<file path="src/rtl/irq_pkg.sv">
// Shared interrupt-path definitions: request-vector width, code width and
// handshake FSM encoding, common to the latch, the priority encoder and the consumer.
package irq_pkg;

  localparam int IRQ_N      = 8;
  localparam int IRQ_CODE_W = 3;

  typedef enum logic [1:0] {
    IDLE   = 2'd0,
    ASSERT = 2'd1,
    HOLD   = 2'd2
  } irq_state_e;

  function automatic logic [IRQ_N-1:0] code2mask(
    input logic [IRQ_CODE_W-1:0] code
  );
    logic [IRQ_N-1:0] m;
    m = '0;
    m[code] = 1'b1;
    return m;
  endfunction

endpackage

</file>
<file path="src/rtl/irq_edge_sync.sv">
// Rising-edge detector for the request lines; IRQ_SYNC_EN inserts a
// 2-flop synchronizer (reset high) in front of the detector.
module irq_edge_sync
  import irq_pkg::*;
#(
  parameter int N = IRQ_N
) (
  input  logic         clk,
  input  logic         rst,
  input  logic [N-1:0] irq_i,
  output logic [N-1:0] rise_o
);

  logic [N-1:0] src;
  logic [N-1:0] prev_q;

`ifdef IRQ_SYNC_EN
  logic [N-1:0] meta_q;
  logic [N-1:0] sync_q;

  always_ff @(posedge clk) begin
    if (rst) begin
      meta_q <= '1;
      sync_q <= '1;
    end else begin
      meta_q <= irq_i;
      sync_q <= meta_q;
    end
  end

  assign src = sync_q;
`else
  assign src = irq_i;
`endif

  // Reset to ones so lines already high at release don't fire.
  always_ff @(posedge clk) begin
    if (rst) prev_q <= '1;
    else     prev_q <= src;
  end

  assign rise_o = src & ~prev_q;

endmodule

</file>
<file path="src/rtl/irq_request_latch.sv">
// Request latch feeding the 8-bit priority encoder, with ack handshake.
// Build option: IRQ_SYNC_EN adds a 2-flop input synchronizer.
module irq_request_latch
  import irq_pkg::*;
#(
  parameter int N      = IRQ_N,
  parameter int CODE_W = IRQ_CODE_W
) (
  input  logic              clk,
  input  logic              rst,
  input  logic [N-1:0]      irq_in,
  input  logic [N-1:0]      mask,
  input  logic              ack,
  input  logic [CODE_W-1:0] ack_code,
  output logic [N-1:0]      req_data,
  output logic [N-1:0]      pending,
  output logic [N-1:0]      overrun,
  output logic              irq_req
);

  logic [N-1:0] rise;
  logic [N-1:0] clr;
  logic [N-1:0] pending_q, pending_d;
  logic [N-1:0] overrun_q, overrun_d;
  logic         irq_req_q;
  irq_state_e   state_q, state_d;

  irq_edge_sync #(.N(N)) u_sync (
    .clk    (clk),
    .rst    (rst),
    .irq_i  (irq_in),
    .rise_o (rise)
  );

  assign clr = (state_q == ASSERT && ack) ? code2mask(ack_code) : '0;

  // Set beats clear so an edge landing on the ack cycle is kept.
  always_comb begin
    pending_d = rise | (pending_q & ~clr);
    overrun_d = (overrun_q | (rise & pending_q & ~clr)) & ~(clr & ~rise);
  end

  assign req_data = pending_q & mask;

  always_comb begin
    state_d = state_q;
    unique case (state_q)
      IDLE: begin
        if (|req_data) state_d = ASSERT;
      end
      ASSERT: begin
        if (ack)             state_d = HOLD;
        else if (!(|req_data)) state_d = IDLE;
      end
      HOLD: begin
        state_d = IDLE;
      end
      default: begin
        state_d = IDLE;
      end
    endcase
  end

  always_ff @(posedge clk) begin
    if (rst) begin
      pending_q <= '0;
      overrun_q <= '0;
      state_q   <= IDLE;
      irq_req_q <= 1'b0;
    end else begin
      pending_q <= pending_d;
      overrun_q <= overrun_d;
      state_q   <= state_d;
      irq_req_q <= (state_d == ASSERT);
    end
  end

  assign pending = pending_q;
  assign overrun = overrun_q;
  assign irq_req = irq_req_q;

endmodule

</file>
<file path="config.mk">
export PLATFORM = sky130hd
export DESIGN_NAME = irq_request_latch
export DESIGN_NICKNAME = d
export VERILOG_FILES = /design/src/rtl/irq_pkg.sv /design/src/rtl/irq_edge_sync.sv /design/src/rtl/irq_request_latch.sv
export SDC_FILE = /design/constraint.sdc
export NUM_CORES = 1
export LEC_CHECK = 0
export BUFFER_PORTS_ARGS = -buffer_cell sky130_fd_sc_hd__buf_2
export CORE_ASPECT_RATIO = 0.7
export CORE_MARGIN = 2
export CORE_UTILIZATION = 28
export CTS_CLUSTER_DIAMETER = 40
export DETAILED_ROUTE_END_ITERATION = 10
export SYNTH_ARGS = -nofsm -noshare
export SYNTH_HDL_FRONTEND = slang
export SYNTH_HIERARCHICAL = 1
export SYNTH_SLANG_ARGS = --single-unit
</file>
<file path="constraint.sdc">
create_clock -name clk -period 4.24 [get_ports clk]
set_input_delay 0.848 -clock clk [delete_from_list [all_inputs] [get_ports clk]]
set_output_delay 0.848 -clock clk [all_outputs]
set_load 0.05 [all_outputs]
</file>
; Yosys cells after proc, flatten, opt, wreduce, memory -nomap -nowiden
; Index checks and enable logic that the tools add are counted.
[totals]
out_inout_bits = 25
wordCells = 33
regBits = 27
input_bits = 22
[classes]
n_mux = 7
n_eq_ne = 2
n_lt_le_gt_ge = 2
n_reduce_logical = 4
n_bitwise = 13
[ops]
columns = op, count
row1 = $and A8 B8 Y8, 7
row2 = $not A8 Y8, 4
row3 = $or A8 B8 Y8, 2
row4 = $mux W8, 1
row5 = $reduce_or A8 Y1, 1
row6 = $mux W2, 3
row7 = $eq A2 B1 Y1 const B, 2
row8 = $lt A3 B4 Y1 const B, 1
row9 = $pmux W2 S2, 1
row10 = $demux W1 S3, 1
row11 = $ge A3 B1 Y1 const B, 1
row12 = $logic_and A1 B1 Y1, 2
row13 = $logic_not A2 Y1, 1
row14 = $mux W1, 1

; Logic depth before layout (Yosys ltp)
; Gate-level depths: netlist of the first run.
[depth]
ltp_word = 9
depth_mapped = 4
mapped_depth_nobuf = 3

; By module
; Netlist of the first run, hierarchy kept.
[modules_own_cells]
columns = mod, area_per_inst_um2, instances, cells_per_inst, seq_area_each_um2
row1 = irq_request_latch, 792.0, 1, 90, 380.4
row2 = irq_edge_sync, 260.2, 1, 24, 160.2

; Worst setup path after synthesis of the first run
; Ideal clock, no wire load.
[synth_path]
path_type = input port to output port
start = input mask[6]
end = output req_data[6]
path_buffers = 0
cell_stages = 1
arrival_time_ns = 1.288
slack_ns = 2.104
t_required_ns = 3.392
cell_sequence = and2_1
[synth_between]
elab_chain_cells = 1
[synth_lines]
columns = item, line_no
row1 = "start, declared", irq_request_latch.sv:12  ; input logic [N-1:0] mask,
row2 = $and A8 B8 Y8, irq_request_latch.sv:43  ; assign req_data = pending_q & mask;
row3 = "end, declared", irq_request_latch.sv:15  ; output logic [N-1:0] req_data,
; No other way between the ends.

; Worst setup path after layout of the first run
; Same ends and word-level chain as after synthesis.

==> summary.md, run 1 <==
| Metric | Value |
|---|---|
| Die area | `4270 µm²` |
| Rel. slew slack | `0.712` |
| Simple-gate portion of the synthesized area | `0.288` |
| R2R setup slack | `2.71 ns` |
| Largest net degree at the start of global routing | `27` |
| DRT Pass-1 Iters | `4` |
| Root Driver | `clkbuf_8` |
| Synth cell types | `20` |
| Critical Path, Cell by Cell | `buf_2 > and2_1 > buf_2` |
| Worst-case clock buffer depth | `2` |
| Setup crit start kind | `primary input` |
| Die Wd | `77.3 µm` |
| Pre-CTS WS | `2.01 ns` |
| Leak pwr | `0.595 nW` |
| Asr flop ratio synth | `0` |
| HP Class | `reg2reg` |
| Overall power | `0.497 mW` |
| Initial Util | `0.296` |
| Crit. End Element | `output pin` |
| Reg2reg end | `irq_req$_SDFF_PP0_` |
| IO Count | `47` |
| Worst-margin pin slew | `0.432 ns` |
| Setup violators final | `0` |
| Post-CTS Resized | `0` |
| CP most frequent cell | `buf_2` |
| Max incr delay on CP | `0.29 ns` |
| Initial antenna violation count | `0` |
| H-tree levels | `1` |
| Reg2Reg Depth | `3` |
| Slew Viols, Final | `0` |
| # port buffers | `46` |
| Crit path max-delay cell type | `buf_2` |
| Status | `complete, no violations` |
| Adder-Cell Fraction of Synth Area | `0` |
| Gpl congestion | `0.712` |
| Share of cells above drive strength 1 | `0.335` |
| DPL Wire Length | `1.97 mm` |
| Worst R2R Start | `pending[4]$_SDFF_PP0_` |
| Buffers plus inverters on the worst setup path | `2` |
| Finished layout cell area | `1380 µm²` |
| Detailed Route Iter0 Violations | `74` |
| Critical path depth in cells | `3` |
| Vias in the first global route | `916` |
| Final Worst Setup Slack | `2.01 ns` |
| Post-synth top flop | `dfxtp_1` |
| Cts bufs inserted | `3` |
| Die height | `55.3 µm` |
| Post-synthesis mux area share | `0` |
| Total setup buffers inserted after CTS | `0` |
| Xor/xnor share of the synthesized area | `0` |
| YS warnings | `6` |
| EDFF count, synth | `0` |
| Total grt overflow | `0` |
| CP required | `3.39 ns` |
| Cell Rows | `18` |
| RSZ-0062 raised after global routing | `false` |
| Clk slew on worst S/H paths | `0.09 ns` |
| Worst hold slack | `0.462 ns` |
| VDD IR-drop max | `0.145 mV` |
| Tmin final | `2.23 ns` |
| Cell count after synthesis | `114` |
| Sequential fraction of the synthesis area | `0.514` |
| DR vias/cell | `4.72` |
| Post-place instance area | `1330 µm²` |
| Nets@finish | `184` |
| Worst-skew pair later-pin latency | `0.27 ns` |
| Setup Total Neg Slack | `0 ns` |
| First-pass GRT wire length | `4.08 mm` |
| Syn Std Cell Area | `1050 µm²` |
| Setup crit end | `req_data[6]` |
| Critical Path AT | `1.39 ns` |
| Avg WL per Cell | `12.1 µm` |
| Critical setup path kind | `in2out` |
| Clock Skew | `0.00368 ns` |
| P per Cell Area | `360 nW/µm²` |
| Hold_buf cts | `0` |
| Area delta synth->final | `31.2%` |
| Fmax | `447 MHz` |
| Synthesized Nets | `136` |
| Post-route ant nets | `0` |
| Fin crit share | `0.527` |
| Dpl cells | `207` |
| Synth Area in Compound Gates | `0.166` |
| Avg Inst Size Synth | `9.23 µm²` |
| Routed via count | `996` |
| MaxCap Viol Count | `0` |
| Count of final hold-check violations | `0` |
| CP top delay family | `buffers and inverters` |
| Clock tree sinks | `27` |
| GRT Total Usage | `0.122` |
| Core ar. | `3560 µm²` |
| #FFs+latches synth | `27` |
| Largest family of logic cells by synthesized area | `simple AND/OR/NAND/NOR gates` |
| DRC viols | `0` |
| FILL cells | `382` |
| Diode count | `0` |
| Crit path launch | `mask[6]` |
| Final core occ | `0.388` |
| TritonCTS clock tree | `done` |
| Detailed Route WL | `2.55 mm` |
| Crit-path max FO | `3` |
| Final std cells w/o fill | `211` |
==> power breakdown <==
part	leakage (nW)	internal, mW	switching [mW]
Combinational	0.348	0.0263	0.0558
Clock	0.0255	0.0657	0.0762
Sequential	0.222	0.265	0.00728
Total	0.595	0.357	0.139
==> how the worst min path moves through the flow <==
stage               cells past startpoint  slack (ns)             startpoint               endpoint
floorplan                               1        0.43  state_q[1]$_SDFF_PP0_  state_q[1]$_SDFF_PP0_
global placement                        1        0.45  state_q[1]$_SDFF_PP0_  state_q[1]$_SDFF_PP0_
detailed placement                      1        0.45  state_q[1]$_SDFF_PP0_  state_q[1]$_SDFF_PP0_
CTS                                     1        0.47  state_q[1]$_SDFF_PP0_  state_q[1]$_SDFF_PP0_
global route                            1        0.52  state_q[1]$_SDFF_PP0_  state_q[1]$_SDFF_PP0_
finish                                  1        0.46  state_q[1]$_SDFF_PP0_  state_q[1]$_SDFF_PP0_
==> layout by cell type, fill, tap and decap left out <==
| cell type | count |
|---|---|
| and2_4 | 2 |
| clkinv_2 | 1 |
| nand2_1 | 2 |
| o21ai_0 | 6 |
| nand4bb_1 | 1 |
| nor3_1 | 9 |
| o41a_1 | 2 |
| or2_2 | 1 |
| nor2_1 | 2 |
| nand4b_1 | 1 |
| and2_1 | 6 |
| or4_4 | 1 |
| nand2b_1 | 2 |
| buf_2 | 46 |
| clkbuf_8 | 3 |
| a211oi_1 | 7 |
| dfxtp_1 | 27 |
| a21oi_1 | 14 |
| inv_1 | 6 |
| nor2b_1 | 8 |
| nor4_1 | 6 |
| or2_1 | 8 |
==> cells in the mapped netlist, drive strengths merged (2+ instances only) <==
| cell | count | area share |
|---|---|---|
| dfxtp | 27 | 0.51 |
| inv | 6 | 0.021 |
| nor2 | 2 | 0.0071 |
| nor2b | 8 | 0.048 |
| o21ai | 6 | 0.029 |
| a211oi | 7 | 0.050 |
| nand2 | 2 | 0.0071 |
| clkbuf | 3 | 0.011 |
| a21oi | 14 | 0.067 |
| nor4 | 6 | 0.036 |
| and2 | 8 | 0.052 |
| nor3 | 9 | 0.043 |
| or2 | 9 | 0.054 |
| o41a | 2 | 0.021 |
| nand2b | 2 | 0.012 |
==> routing by layer <==
layer	up-vias	share of wire	track usage
li1	502	-	-
met1	456	0.45	0.155
met2	36	0.46	0.199
met3	2	0.089	0.0474
met4	0	0.0031	0.0230
met5	-	0	0
==> area by class of cell <==
| class | count | area [µm²] | area share |
|---|---|---|---|
| Clock inverter | 1 | 5.00 | 0.00363 |
| Clock buffer | 3 | 41.3 | 0.0299 |
| Timing Repair Buffer | 46 | 230 | 0.167 |
| Sequential cell | 27 | 541 | 0.392 |
| Inverter | 6 | 22.5 | 0.0163 |
| Multi-Input combinational cell | 78 | 478 | 0.346 |
| Tap cell | 50 | 62.6 | 0.0453 |
==> cells by family after synthesis <==
kind of cell,after synthesis
AO/OA/AOI/OAI,29
buffers and inverters,9
flip-flops,27
AND/OR/NAND/NOR,49
==> registers in the layout, indices dropped and copies added (netlist names) <==
register       flops
pending            8
state_q            2
u_sync/prev_q      8
irq_req            1
overrun            8
Note: power is estimated with default switching activity, not from simulation.
==> run 2, diff against run 1 <==
Settings changed: ABC_AREA set to 1.
Clock period 4.24 ns to 1.9 ns, I/O delays scaled along.
==> summary.md, run 2 <==
| Metric | Value |
|---|---|
| Die Wd | `80.3 µm (+3.9%)` |
| Post-synthesis mux area share | `0 (unchanged)` |
| GRT Total Usage | `0.118 (-0.00358)` |
| Initial antenna violation count | `0 (unchanged)` |
| Internal Pwr Total | `0.793 mW (+120%)` |
| YS warnings | `6 (unchanged)` |
| Final Worst Setup Slack | `0.434 ns (-1.57 ns)` |
| DPL Wire Length | `2.05 mm (+3.9%)` |
| Tmin final | `1.47 ns` |
| Root Driver | `clkbuf_8` |
| Critical setup path kind | `reg2out` |
| Crit path launch | `pending[5]$_SDFF_PP0_` |
| Worst-skew pair later-pin latency | `0.27 ns (about the same)` |
| Setup crit start kind | `register` |
| RSZ-0062 raised after global routing | `false` |
| Combinational share of power | `0.172 (+0.007)` |
| Commonest non-fill, non-tap cells in the layout | `nand2_1 (48), buf_2 (46), nor2_1 (36)` |
| DRC viols | `0 (unchanged)` |
| Crit-path max FO | `4 (+1)` |
| R2R setup slack | `0.83 ns (-1.88 ns)` |
| Die height | `57.4 µm (+3.8%)` |
| HP Class | `in2reg` |
| Top post-synthesis cells by area | `dfxtp_1 (47%), nand2_1 (16%), nor2_1 (12%)` |
| TritonCTS clock tree | `done` |
| Diode count | `0 (unchanged)` |
| Crit path max-delay cell type | `dfxtp_1` |
| Setup violators final | `0 (unchanged)` |
| Setup Total Neg Slack | `0 ns (unchanged)` |
| Detailed Route WL | `2.61 mm (+2.3%)` |
| Avg WL per Cell | `9.51 µm (-21%)` |
| Psw | `0.332 mW (+140%)` |
| Slew Viols, Final | `0 (unchanged)` |
| Flop pwr share | `0.540 (-0.009)` |
| P per Cell Area | `763 nW/µm² (+110%)` |
| Worst R2R Start | `state_q[1]$_SDFF_PP0_` |
| #FFs+latches synth | `27 (unchanged)` |
| DRT Pass-1 Iters | `4 (unchanged)` |
| Area delta synth->final | `29.3%` |
| Nets@finish | `245 (+33%)` |
| MaxCap Viol Count | `0 (unchanged)` |
| Post-CTS Resized | `0 (unchanged)` |
| Die area | `4610 µm² (+7.8%)` |
| Core ar. | `3920 µm² (+10%)` |
| Clk slew on worst S/H paths | `0.09 ns (about the same)` |
| Commonest cells in the netlist | `nand2_1 (48), nor2_1 (36), inv_1 (30)` |
| Rel. slew slack | `0.733 (+0.0211)` |
| IO Count | `47 (unchanged)` |
| Synthesized Nets | `195 (+43%)` |
| Reg2Reg Depth | `6 (+3)` |
| Final core occ | `0.376 (-0.0121)` |
| Worst-margin pin slew | `0.397 ns (-0.0348 ns)` |
| Total grt overflow | `0 (unchanged)` |
| Gpl congestion | `0.725 (+1.9%)` |
| Total setup buffers inserted after CTS | `0 (unchanged)` |
| EDFF count, synth | `0 (unchanged)` |
| Asr flop ratio synth | `0 (unchanged)` |
| Cts bufs inserted | `3 (unchanged)` |
| Count of final hold-check violations | `0 (unchanged)` |
| Routed via count | `1117 (+12%)` |
| H-tree levels | `1 (unchanged)` |
| VDD IR-drop max | `0.489 mV (+240%)` |
| Cell Rows | `19 (+1)` |
| Setup crit end | `req_data[5]` |
| Leak pwr | `0.834 nW (+40%)` |
| Reg2reg end | `overrun[1]$_SDFF_PP0_` |
| Detailed Route Iter0 Violations | `36 (-51%)` |
| # port buffers | `46 (unchanged)` |
| Share of cells above drive strength 1 | `0.239 (-0.0967)` |
| Pre-CTS WS | `0.583 ns (-1.43 ns)` |
| Largest area contributor in the netlist | `dfxtp_1` |
| CP required | `1.52 ns (-1.87 ns)` |
| Largest net degree at the start of global routing | `16 (-41%)` |
| Simple-gate portion of the synthesized area | `0.326 (+0.0383)` |
| Syn Std Cell Area | `1140 µm² (+8.3%)` |
| Max incr delay on CP | `0.38 ns (+0.09 ns)` |
| Critical Path AT | `1.09 ns (-0.30 ns)` |
| Xor/xnor share of the synthesized area | `0 (unchanged)` |
| Clock Skew | `0.00181 ns (-0.00187 ns)` |
| Top cell type's share of synthesized area | `0.474 (-0.0395)` |
| Clock group share of total power | `0.288 (+0.002)` |
| Clock tree sinks | `27 (unchanged)` |
| Post-route ant nets | `0 (unchanged)` |
| Initial Util | `0.291 (-0.00512)` |
| Cell count after synthesis | `173 (+52%)` |
| Worst-case clock buffer depth | `2 (unchanged)` |
| Most frequent cell after synthesis | `nand2_1` |
| Sequential fraction of the synthesis area | `0.474 (-0.0395)` |
| Synth Area in Compound Gates | `0.0878 (-0.0787)` |
| Crit. End Element | `output pin` |
| Net Sw Frac | `0.295 (+0.0143)` |
| Critical Path, Cell by Cell | `nand2_1 > inv_1 > buf_2` |
| Largest family of logic cells by synthesized area | `simple AND/OR/NAND/NOR gates` |
| Avg Inst Size Synth | `6.59 µm² (-29%)` |
| DR vias/cell | `4.08 (-14%)` |
| Post-synth top flop | `dfxtp_1` |
| Fmax | `682 MHz` |
| Status | `complete, no violations` |
| Vias in the first global route | `939 (+2.5%)` |
| Worst hold slack | `0.283 ns (-0.179 ns)` |
| Fin crit share | `0.772` |
| Synth cell types | `14 (-30%)` |
| First-pass GRT wire length | `4.22 mm (+3.4%)` |
| Overall power | `1.12 mW (+130%)` |
| Hold_buf cts | `0 (unchanged)` |
| Most common cell after layout, fill and taps aside | `nand2_1` |
| Adder-Cell Fraction of Synth Area | `0 (unchanged)` |
-- run 2: per-layer routing --
layer	up-vias	global-route usage	wire length, µm
li1	616	-	-
met1	472	0.173	1410
met2	27	0.175	1040
met3	2	0.0348	154
met4	0	0.0218	10
met5	-	0	0
-- run 2: logic make-up after synthesis --
group / after synthesis
compound gates: 20
simple gates: 93
flops: 27
buf+inv: 33
-- run 2: how the worst min path moves through the flow --
stage                           from                           to  slack, ns  depth (start not counted)
3_3_place_gp   overrun[4]$_SDFF_PP0_        overrun[4]$_SDFF_PP0_       0.45                          2
2_1_floorplan              irq_in[0]  u_sync/prev_q[0]$_SDFF_PP1_       0.48                          2
3_5_place_dp   overrun[3]$_SDFF_PP0_        overrun[3]$_SDFF_PP0_       0.45                          2
4_1_cts                    irq_in[1]  u_sync/prev_q[1]$_SDFF_PP1_       0.28                          3
6_report                   irq_in[1]  u_sync/prev_q[1]$_SDFF_PP1_       0.28                          3
5_1_grt                    irq_in[1]  u_sync/prev_q[1]$_SDFF_PP1_       0.28                          3
-- run 2: final cells by class --
type	instances	area [µm²]
clock inverters	1	5.00
flip-flops and latches	27	541
fillers	436	2450
well taps	52	65.1
clock buffers	3	41.3
inverters	32	120
multi-input cells	113	472
repair buffers	46	230
-- run 2: metrics by stage --
step           area (µm²)  cells
2_1_floorplan        1140    173
3_3_place_gp         1430    270
3_5_place_dp         1430    270
4_1_cts              1470    274
5_1_grt              1470    274
6_report             1470    274
-- run 2: power by group through the flow --
stage / Clock [mW] / Combinational [mW] / Sequential [mW]
2_1_floorplan: 0 / 0.0874 / 0.666
3_3_place_gp: 0 / 0.194 / 0.621
3_5_place_dp: 0 / 0.195 / 0.621
4_1_cts: 0.337 / 0.196 / 0.608
5_1_grt: 0.360 / 0.213 / 0.611
6_report: 0.324 / 0.194 / 0.608
-- run 2: worst max-delay path: cells and delay by family (launching register included) --
| kind | cells | cell delay [ns] |
|---|---|---|
| buffers and inverters | 2 | 0.37 |
| DFF | 1 | 0.38 |
| and+or+nand+nor | 1 | 0.06 |
==> run 3, diff against run 2 <==
Clock period 1.9 ns to 1.2 ns, I/O delays scaled along.
==> summary.md, run 3 (synthesis gave the netlist of run 2 again) <==
| Metric | Value |
|---|---|
| Combinational share of power | `0.196 (+0.024)` |
| Clock tree sinks | `27 (unchanged)` |
| Fmax | `843 MHz` |
| Internal Pwr Total | `1.30 mW (+64%)` |
| Gpl congestion | `0.739 (+1.9%)` |
| Setup Total Neg Slack | `0 ns (unchanged)` |
| Avg WL per Cell | `9.86 µm (+3.7%)` |
| Detailed Route WL | `2.79 mm (+7.1%)` |
| H-tree levels | `1 (unchanged)` |
| VDD IR-drop max | `0.510 mV (+4.4%)` |
| GRT Max-Usage Layer | `met2` |
| Buffers plus inverters on the worst setup path | `2 (unchanged)` |
| Commonest non-fill, non-tap cells in the layout | `nand2_1 (41), buf_2 (38), nor2_1 (35)` |
| Routed via count | `1181 (+5.7%)` |
| Diode count | `0 (unchanged)` |
| Slew Viols, Final | `0 (unchanged)` |
| FILL cells | `432 (-0.92%)` |
| Setup crit start kind | `register` |
| Vias in the first global route | `1036 (+10%)` |
| Share of cells above drive strength 1 | `0.372 (+0.134)` |
| Dpl cells | `271 (+0.37%)` |
| DRT Pass-1 Iters | `4 (unchanged)` |
| IO Count | `47 (unchanged)` |
| Net Sw Frac | `0.291 (-0.00342)` |
| Most common cell after layout, fill and taps aside | `nand2_1` |
| Worst-skew pair later-pin latency | `0.27 ns (about the same)` |
| Met1 Use GR | `0.168 (-0.00439)` |
| GRT Total Usage | `0.124 (+0.00579)` |
| Setup violators final | `0 (unchanged)` |
| Die Wd | `80.3 µm (unchanged)` |
| Leak pwr | `0.870 nW (+4.3%)` |
| Rel. slew slack | `0.807 (+0.0733)` |
| Root Driver | `clkbuf_8` |
| Cell Rows | `19 (unchanged)` |
| Status | `complete, no violations` |
| Cts bufs inserted | `3 (unchanged)` |
| Post-route ant nets | `0 (unchanged)` |
| CP required | `0.96 ns (-0.56 ns)` |
| GR Util met2 | `0.199 (+0.0238)` |
| Die area | `4610 µm² (unchanged)` |
| MaxCap Viol Count | `0 (unchanged)` |
| Crit path max-delay cell type | `dfxtp_4` |
| RSZ-0062 raised after global routing | `true` |
| Final Worst Setup Slack | `0.0135 ns (-0.421 ns)` |
| Clock Skew | `0.00319 ns (+0.00138 ns)` |
| Reg2reg end | `overrun[5]$_SDFF_PP0_` |
| Crit. End Element | `output pin` |
| Critical path depth in cells | `3 (unchanged)` |
| Reg2Reg Depth | `6 (unchanged)` |
| Met3 Use GR | `0.0427 (+0.00791)` |
| Worst-margin pin slew | `0.288 ns (-0.109 ns)` |
| TritonCTS clock tree | `done` |
| Crit path launch | `pending[1]$_SDFF_PP0_` |
| Fin crit share | `0.989` |
| Count of final hold-check violations | `0 (unchanged)` |
| R2R setup slack | `0.15 ns (-0.68 ns)` |
| CP top delay family | `flip-flops` |
| Flop pwr share | `0.526 (-0.014)` |
| Tmin final | `1.19 ns` |
| Worst-case clock buffer depth | `2 (unchanged)` |
| Core ar. | `3920 µm² (unchanged)` |
| P per Cell Area | `1100 nW/µm² (+44%)` |
| Total grt overflow | `0 (unchanged)` |
| Max incr delay on CP | `0.37 ns (about the same)` |
| HP Class | `in2reg` |
| Psw | `0.534 mW (+61%)` |
| Setup crit end | `req_data[1]` |
| Worst R2R Start | `state_q[1]$_SDFF_PP0_` |
| DRC viols | `0 (unchanged)` |
| Pre-CTS WS | `0.167 ns (-0.416 ns)` |
| # port buffers | `46 (unchanged)` |
| Detailed Route Iter0 Violations | `34 (-5.6%)` |
| Critical Path, Cell by Cell | `nand2_4 > clkinvlp_4 > buf_8` |
| DPL Wire Length | `2.06 mm (+0.61%)` |
| Area delta synth->final | `46.5%` |
| Die height | `57.4 µm (unchanged)` |
| Crit-path max FO | `4 (unchanged)` |
| Final std cells w/o fill | `283 (+3.3%)` |
| Clk slew on worst S/H paths | `0.09 ns (about the same)` |
| Critical Path AT | `0.95 ns (-0.14 ns)` |
| Clock group share of total power | `0.278 (-0.010)` |
| Largest net degree at the start of global routing | `15 (-1)` |
| Nets@finish | `254 (+3.7%)` |
| Initial antenna violation count | `0 (unchanged)` |
| Critical setup path kind | `reg2out` |
| Initial Util | `0.291 (unchanged)` |
| DR vias/cell | `4.17 (+2.4%)` |
| First-pass GRT wire length | `4.44 mm (+5.4%)` |
run 3: changes by cell type in the layout (fill, tap and decap cells not counted), moves of 4 or more:
cell	change
nand2_1	-7
dfxtp_2	+6
dfxtp_1	-8
buf_2	-8
nand2_2	+6
buf_4	+9
inv_2	+4
buf_8	+5
inv_1	-7
run 3: worst register-to-register path: cells and delay by family (launching register included):
kind	cells	cell delay, ns
flip-flops	1	0.34
buffers and inverters	1	0.08
AND/OR/NAND/NOR	5	0.53
run 3: what timing repair did:
action	in CTS	in global routing
resized for setup	21	13
hold endpoints to repair	0	0
hold buffers	0	0
setup endpoints to repair	8	9
pin swaps	1	2
buffers inserted	3	5
run 3: worst min path at each step:
stage,endpoint,from,cells past startpoint,slack (ns)
after CTS,u_sync/prev_q[0]$_SDFF_PP1_,irq_in[0],3,0.14
after global placement,u_sync/prev_q[6]$_SDFF_PP1_,irq_in[6],3,0.43
after detailed placement,u_sync/prev_q[6]$_SDFF_PP1_,irq_in[6],3,0.43
after global routing,u_sync/prev_q[1]$_SDFF_PP1_,irq_in[1],3,0.15
after floorplan,u_sync/prev_q[0]$_SDFF_PP1_,irq_in[0],2,0.34
final,u_sync/prev_q[6]$_SDFF_PP1_,irq_in[6],3,0.14
run 3: cell type report:
class | count | area [µm²] | area share
sequential | 27 | 556 | 0.333
multi-input combinational | 113 | 507 | 0.303
timing repair buffer | 55 | 367 | 0.219
inverter | 32 | 131 | 0.0787
tap | 52 | 65.1 | 0.0390
clock buffer | 4 | 45.0 | 0.0270
run 3: metrics by stage:
stage	hold WS [ns]	cell area, µm²	power (mW)	util
final	0.144	1670	1.83	0.426
after CTS	0.140	1600	1.84	0.408
after global routing	0.154	1670	1.92	0.426
after floorplan	0.336	1180	1.20	-
after global placement	0.425	1470	1.30	0.375
after detailed placement	0.429	1470	1.30	0.375
run 3: layer usage:
metal	routed length, µm	part of all wire
met2	1250	0.45
met4	0	0
met3	230	0.082
met1	1300	0.47
met5	0	0
run 3: power groups by stage:
stage	registers, mW	logic, mW	clock network (mW)
2_1_floorplan	1.06	0.145	0
3_3_place_gp	0.985	0.316	0
3_5_place_dp	0.985	0.319	0
4_1_cts	0.964	0.341	0.537
5_1_grt	0.968	0.395	0.562
6_report	0.963	0.360	0.509
